## src/rtl/hazard_pkg.sv

```systemverilog
// hazard_pkg: opcode constants, the per-instruction register-usage record and
// the decode helper shared by the ID-stage scoreboard and the forwarding unit.
// Reads the HAZARD_FORWARDING_EN macro only indirectly (see hazard_scoreboard).
package hazard_pkg;

  localparam int REGW = 5;  // MIPS register specifier width

  localparam logic [5:0] OP_RTYPE = 6'h00;
  localparam logic [5:0] OP_LW    = 6'h23;
  localparam logic [5:0] OP_SW    = 6'h2B;
  localparam logic [5:0] OP_J     = 6'h02;
  localparam logic [5:0] OP_BEQ   = 6'h04;
  localparam logic [5:0] OP_BNE   = 6'h05;

  // Which source fields an instruction reads, and which register it writes.
  typedef struct packed {
    logic            rs_rd_en;
    logic            rt_rd_en;
    logic            wr_en;
    logic [REGW-1:0] wr_reg;
    logic            is_load;
  } decode_t;

  // An all-zero word is a NOP: it reads and writes nothing.
  function automatic decode_t decode_instr(input logic [31:0] instr);
    decode_t d;
    d = '0;
    if (instr != 32'b0) begin
      case (instr[31:26])
        OP_RTYPE: begin
          d.rs_rd_en = 1'b1;
          d.rt_rd_en = 1'b1;
          d.wr_en    = 1'b1;
          d.wr_reg   = instr[15:11];
        end
        OP_LW: begin
          d.rs_rd_en = 1'b1;
          d.wr_en    = 1'b1;
          d.wr_reg   = instr[20:16];
          d.is_load  = 1'b1;
        end
        OP_SW, OP_BEQ, OP_BNE: begin
          d.rs_rd_en = 1'b1;
          d.rt_rd_en = 1'b1;
        end
        OP_J: begin
          // jumps touch no general-purpose register
        end
        default: begin
          // remaining I-type: reads rs, writes rt
          d.rs_rd_en = 1'b1;
          d.wr_en    = 1'b1;
          d.wr_reg   = instr[20:16];
        end
      endcase
    end
    return d;
  endfunction

endpackage

```

## src/rtl/hazard_decode.sv

```systemverilog
// hazard_decode: purely combinational opcode-to-register-usage decode.
// Also extracts the rs/rt specifiers so hazard logic never slices the word.
module hazard_decode
  import hazard_pkg::*;
(
  input  logic [31:0]     i_instr,
  output decode_t         o_dec,
  output logic [REGW-1:0] o_rs,
  output logic [REGW-1:0] o_rt
);

  assign o_dec = decode_instr(i_instr);
  assign o_rs  = i_instr[25:21];
  assign o_rt  = i_instr[20:16];

endmodule

```

## src/rtl/hazard_scoreboard.sv

```systemverilog
// hazard_scoreboard: ID-stage data-stall unit built on a per-register
// countdown scoreboard. A writer loads its destination's counter on issue;
// any reader of a register with a nonzero counter stalls IF/ID while the
// ID/EX latch receives bubbles. Stall cycles are counted (saturating).
// Macro HAZARD_FORWARDING_EN: when defined, EX/MEM forwarding is assumed and
// only load destinations are tracked (LOAD_STALL); otherwise every writer
// loads RAW_STALL.
module hazard_scoreboard
  import hazard_pkg::*;
#(
  parameter int XLEN       = 32,
  parameter int NREG       = 32,
  parameter int RAW_STALL  = 2,
  parameter int LOAD_STALL = 1,
  parameter int CNTW       = 16
) (
  input  logic            clk,
  input  logic            rst,
  input  logic [XLEN-1:0] id_instr,
  input  logic            id_flush,
  output logic            stall,
  output logic [XLEN-1:0] ex_instr,
  output logic [CNTW-1:0] stall_cycles,
  output logic [NREG-1:0] busy_mask
);

  localparam int MAX_STALL = (RAW_STALL > LOAD_STALL) ? RAW_STALL : LOAD_STALL;
  localparam int SBW       = $clog2(MAX_STALL + 1);

  // Register 0 is never tracked, so the counter array starts at index 1.
  logic [SBW-1:0]  r_cnt [1:NREG-1];
  logic [XLEN-1:0] r_ex_instr;
  logic [CNTW-1:0] r_stall_cycles;

  decode_t         w_dec;
  logic [REGW-1:0] w_rs;
  logic [REGW-1:0] w_rt;
  logic [NREG-1:0] w_busy;
  logic            w_stall;
  logic            w_issue;
  logic            w_load_en;
  logic            w_load;
  logic [SBW-1:0]  w_load_val;

  hazard_decode u_decode (
    .i_instr (id_instr[31:0]),
    .o_dec   (w_dec),
    .o_rs    (w_rs),
    .o_rt    (w_rt)
  );

`ifdef HAZARD_FORWARDING_EN
  // Forwarding covers ALU results; only a load's data arrives too late.
  assign w_load_en  = w_dec.wr_en & w_dec.is_load;
  assign w_load_val = SBW'(LOAD_STALL);
`else
  logic w_unused_is_load;
  assign w_unused_is_load = w_dec.is_load;
  assign w_load_en  = w_dec.wr_en;
  assign w_load_val = SBW'(RAW_STALL);
`endif

  // Busy vector from the counters; bit 0 stays clear so $0 never stalls.
  always_comb begin
    // NOTE: every always_comb output gets a default first, so no path can leave it unassigned and infer a latch.
    w_busy = '0;
    for (int i = 1; i < NREG; i++) begin
      w_busy[i] = (r_cnt[i] != '0);
    end
  end

  assign w_stall = ((w_dec.rs_rd_en & w_busy[w_rs]) |
                    (w_dec.rt_rd_en & w_busy[w_rt])) & ~id_flush;
  assign w_issue = (id_instr != '0) & ~w_stall & ~id_flush;
  assign w_load  = w_issue & w_load_en & (w_dec.wr_reg != '0);

  // Countdown scoreboard: load on issue, otherwise decrement toward zero.
  always_ff @(posedge clk or posedge rst) begin
    if (rst) begin
      // NOTE: this array is architectural hazard state (flops, not a RAM), so every entry is cleared on reset.
      for (int i = 1; i < NREG; i++) begin
        r_cnt[i] <= '0;
      end
    end else begin
      for (int i = 1; i < NREG; i++) begin
        // NOTE: sequential state uses non-blocking assignments so every counter samples pre-edge values.
        if (w_load && (w_dec.wr_reg == REGW'(i))) begin
          r_cnt[i] <= w_load_val;
        end else if (r_cnt[i] != '0) begin
          r_cnt[i] <= r_cnt[i] - SBW'(1);
        end
      end
    end
  end

  // ID/EX instruction latch: pass the issued instruction, else a bubble.
  always_ff @(posedge clk or posedge rst) begin
    if (rst) begin
      r_ex_instr <= '0;
    end else begin
      r_ex_instr <= w_issue ? id_instr : '0;
    end
  end

  // Saturating count of stalled cycles.
  always_ff @(posedge clk or posedge rst) begin
    if (rst) begin
      r_stall_cycles <= '0;
    end else if (w_stall && (r_stall_cycles != '1)) begin
      r_stall_cycles <= r_stall_cycles + CNTW'(1);
    end
  end

  assign stall        = w_stall;
  assign ex_instr     = r_ex_instr;
  assign stall_cycles = r_stall_cycles;
  assign busy_mask    = w_busy;

endmodule
```

## config.mk

```make
export PLATFORM = sky130hd
export DESIGN_NAME = hazard_scoreboard
export DESIGN_NICKNAME = d
export VERILOG_FILES = /design/src/rtl/hazard_pkg.sv /design/src/rtl/hazard_decode.sv /design/src/rtl/hazard_scoreboard.sv
export SDC_FILE = /design/constraint.sdc
export NUM_CORES = 1
export LEC_CHECK = 0
export CORE_MARGIN = 2
export CORE_UTILIZATION = 30
export CTS_CLUSTER_SIZE = 16
export DETAILED_ROUTE_END_ITERATION = 6
export GPL_ROUTABILITY_DRIVEN = 0
export PLACE_DENSITY = 0.62
export SLEW_MARGIN = 20
export SYNTH_ARGS = -nofsm -noshare
export SYNTH_HDL_FRONTEND = slang
export SYNTH_SLANG_ARGS = --single-unit
```

## constraint.sdc

```tcl
create_clock -name clk -period 4.3 [get_ports clk]
set_input_delay 0.86 -clock clk [delete_from_list [all_inputs] [get_ports clk]]
set_output_delay 0.86 -clock clk [all_outputs]
set_load 0.1 [all_outputs]
```

After elaboration in Yosys (flattened, before gate mapping)
Index checks and enable logic that the tools add are counted.
- register bits after elaboration: 110
- input bits: 35
- word-level logic and storage cells: 285
- add/sub/neg operators: 32
- magnitude comparators: 2
- equality and inequality tests: 37
- multiplexer cells: 72
- bitwise gates (word level): 10
- reduce and logical (&&, ||, !) cells: 99
- operators with widths (kind ; count):
    two-way mux 2 bit ; 62
    nonzero test 2 bit ; 62
    == test 5 bit (second input constant) ; 16
    subtractor 2 x 1 -> 2 bit (second input constant) ; 31
    == test 5 x 4 -> 1 bit (second input constant) ; 8
    logical AND 1 bit ; 32
    two-way mux 32 bit ; 1
    nonzero test 32 bit ; 1
    == test 5 x 3 -> 1 bit (second input constant) ; 4
    adder 16 x 1 -> 16 bit (second input constant) ; 1
    inequality test 16 bit (second input constant) ; 1
    == test 6 x 3 -> 1 bit (second input constant) ; 2
    == test 6 bit (second input constant) ; 2
    less-than comparator 5 x 6 -> 1 bit (second input constant) ; 2
    case mux 6 bit (2 select lines) ; 1
    binary-select mux 1 bit (select 5 bit) ; 2
    == test 5 x 2 -> 1 bit (second input constant) ; 2
    two-way mux 9 bit ; 1
    OR reduction 4 bit ; 2
    AND 1 bit ; 7
    == test 6 x 2 -> 1 bit (second input constant) ; 1
    logical NOT 6 bit ; 1
    == test 5 x 1 -> 1 bit (second input constant) ; 1
    two-way mux 1 bit ; 5
    3 further kinds ; 4

Depth between registers and ports, before layout
- depth after elaboration: 14
- gate-level depth with buffers: 10
- gate-level depth less buffers: 9

By module
Synthesis repeated with hierarchy kept, for this count alone.
- cells, all modules: 616
- area, all modules: 6349.8 µm²
- modules (own cells, without submodules) (module ; instances ; cells an instance ; area each (µm²) ; seq. area each (µm²)):
    hazard_scoreboard ; 1 ; 578 ; 6074.6 ; 2752.6
    hazard_decode ; 1 ; 38 ; 275.3 ; 0.0

Worst setup path before layout
No wires, ideal clock.
- kind: input-to-output
- start point: in id_instr[16]
- end point: out stall
- data arrival time: 2.599 ns
- required time: 3.440 ns
- slack: 0.841 ns
- cell stages on the path: 7
- buffers on the path: 2
- cells stage by stage: buf_6 -> mux4_2 -> nor4b_1 -> nor4_2 -> nand4b_2 -> o22ai_4 -> buf_6
- cells in the longest elaborated chain, start to end: 5
- elaborated cells on any way between the ends: 8
- classes of those cells: mux: 3; bitwise: 4; reduce/logical: 1
- ends and longest elaborated chain (item ; line ; RTL):
    start: declaration ; hazard_scoreboard.sv:19 ; input logic [XLEN-1:0] id_instr,
    binary-select mux 1 bit (select 5 bit) / nonzero test 32 bit (equally long branches) ; hazard_scoreboard.sv:73, hazard_pkg.sv:28 ;
    two-way mux 1 bit (not written as such) / two-way mux 9 bit (equally long branches) ; hazard_scoreboard.sv:73, hazard_pkg.sv:28 ;
    AND 1 bit (on tied branches) ; hazard_scoreboard.sv:73, hazard_scoreboard.sv:72 ;
    bitwise OR 1 bit * ; hazard_scoreboard.sv:72 ; assign w_stall = ((w_dec.rs_rd_en & w_busy[w_rs]) |
    AND 1 bit * ; hazard_scoreboard.sv:73 ; (w_dec.rt_rd_en & w_busy[w_rt])) & ~id_flush;
    end: declaration ; hazard_scoreboard.sv:21 ; output logic stall,
Mark *: on every way between the ends. The rest lies on a longest branch, timed or not. The select of a mux whose other input is x is not followed.

Worst setup path after layout
Same ends and word-level chain as after synthesis.

==> metrics.yaml <==
final_hold_viol_count: 0
holdBufCountCts: 0
required_ns: 3.44
cts_resized: 0
setup_ws_ns: 0.3405
place_area_sq_mm: 0.007513
cts_tree: "done"
ios: 116
synth_seq_area_share: 0.4543
row_count: 51
port_buffers: 114
die_area_sq_mm: 0.02135
areaGrowthSynthToFinish_pct: 28.70
finalMaxSlewViolations: 0
crit_path_top_delay_cell: "mux4_2"
synth_edf_count: 0
ys_ff_latch: 110
postCtsSetupBuffers: 0
dp_slack_ns: 0.3143
final_cell_mix: "113 x clkdlybuf4s50_1, 110 x dfrtp_1, 97 x inv_1"
drc: 0
antenna_left: 0
numCtsBuffers: 9
cts.sinks: 110
synthTopCellsByArea: "dfrtp_1 45%, ha_1 6.6%, inv_1 6.1%"
ys.warnings.count: 0
p_leak_uw: 0.003530
final_nets: 760
final_common_cell: "clkdlybuf4s50_1"
synth_nets: 644
dpl.hpwl_mm: 11.91
startpoint_type: "primary input"
htree_levels: 3
clk_latency_ns: 0.36
netlist_area_sq_mm: 0.006060
final_core_util: 0.3968
totalNegativeSetupSlack_ns: 0
syn_inst: 577
syn_avg_cell_area_sq_um: 10.50
outcome: "finished, final reports clean"
slowest_delay_ns: 0.54
period_needed_ns: 3.960
design_area_sq_mm: 0.007799
cts_root_buf: "clkbuf_16"
path_cells: "clkdlybuf4s50_1 -> buf_4 -> mux4_2 -> nand3_1 -> a21oi_1 -> nand4b_2 -> o22ai_4 -> buf_12"
max_slew_margin: 0.3348
fp.dieH_um: 146.1
max_freq_mhz: 252.6
maxCapViolCount: 0
critPathMaxFanout: 14
drive_above_1_share: 0.09312
core-area_sq_mm: 0.01965
ir_worst_vdd_mv: 0.5918
clock_path_buffers: 2
wl_mm: 16.01
clk_pin_slew_worst_paths_ns: 0.07
drtIter0Drc: 325
synth_ff_type: "dfrtp_1"
timing.hold.ws_ns: 0.4859
tightestPinTransition_ns: 0.9947
grt_antenna_before_repair: 1
start_util: 0.3083
grt_use_total: 0.1548
die_x_um: 146.1
worst_clock_skew_ns: 0.01096
cp-end-kind: "output pin"
crit_type: "in -> out"
synth_top_area_frac: 0.4543
r2r_slack_ns: 1.33
min_path_type: "reg -> reg"
routed-via-count: 4632
grt_pass1_wl_mm: 25.63
yosysTopAreaCell: "dfrtp_1"
grt_pass1_vias: 4504
arrival_ns: 3.10
fill_cells: 1987
grt_max_degree: 56
finalCritPeriodShare: 0.9208
diodes: 0
avgViaCountPerCell: 4.810
grt_overflow_total: 0
synthDistinctLibCells: 58
first_pass_iters: 5
wl_per_cell_um: 16.62
synthArstFlopShare: 1.000
rsz0062_at_grt: "false"
powerDensity_mw_per_mm2: 841.5
finalSetupViolCount: 0
[power by group]
part	internal, uW	switching [uW]	total, uW
Sequential	1430	213	1650
Combinational	1290	2820	4110
Clock	414	397	810
[critical path: cells and delay by family]
kind / cells / cell delay [ns]
buffers and inverters: 3 / 0.98
AO/OA/AOI/OAI: 2 / 0.33
multiplexers: 1 / 0.54
AND/OR/NAND/NOR: 2 / 0.38
[layer usage]
metal,vias up,part of all wire,global-route usage
met5,-,0.00069,0
met4,2,0.022,0.05728
met3,22,0.069,0.03594
met2,161,0.44,0.2290
met1,2232,0.47,0.2209
li1,2215,-,-
[synthesized netlist by cell type, types with 3 or more instances]
cell and number:
o21ai_1 5, mux4_2 9, nand2_1 31, o2111ai_1 4, nor3_1 3, a31oi_1 11
a22oi_2 4, nor2_1 15, o21a_1 7, xnor2_1 21, a21oi_1 19, nor3_2 7
inv_1 98, nand3_2 4, and2_1 31, ha_1 32, buf_4 4, nor4_1 6
nand2b_1 3, a22o_1 4, clkbuf_1 6, buf_2 7, nand3_1 10, xor2_1 24
nand4_1 13, mux2i_1 17, o221ai_1 23, a22oi_1 5, dfrtp_1 110, and3_1 7
[logic make-up after synthesis]
| kind of cell | synth area share |
|---|---|
| other | 0.0006189 |
| flip-flops | 0.4543 |
| adder cells (fa/ha/maj) | 0.06607 |
| AO/OA/AOI/OAI | 0.1177 |
| AND/OR/NAND/NOR | 0.1516 |
| buffers and inverters | 0.07949 |
| multiplexers | 0.06525 |
| XOR/XNOR | 0.06504 |
[metrics by stage]
stage,cells,total power [uW]
after floorplan,577,4854
after detailed placement,947,5789
after global placement,947,5735
after global routing,963,7007
after CTS,963,6634
final,963,6562
[final cells by class]
class,instances,area [sq um],share of cell area
clock buffer,10,239.0,0.03064
clock inverter,6,46.29,0.005936
inverter,98,370.4,0.04749
multi-input combinational,349,2825,0.3623
sequential,110,2753,0.3530
tap,265,331.6,0.04252
timing repair buffer,125,1234,0.1582
[path summary, 6_finish.rpt]
path	from	end	cells past startpoint
max in group asynchronous	rst	ex_instr[12]	3
hold reg to reg	r_cnt[25]	r_cnt[25]	2
setup / recovery	id_instr[16]	stall	8
min in group asynchronous	rst	stall_cycles[4]	2
setup reg to reg	r_cnt[38]	stall_cycles[1]	10
hold / removal	r_cnt[25]	r_cnt[25]	2
[registers in the layout, summed over array words and instances (netlist names)]
name and flops:
stall_cycles 16, ex_instr 32, r_cnt 62
Power figures use the tool's default switching activity.
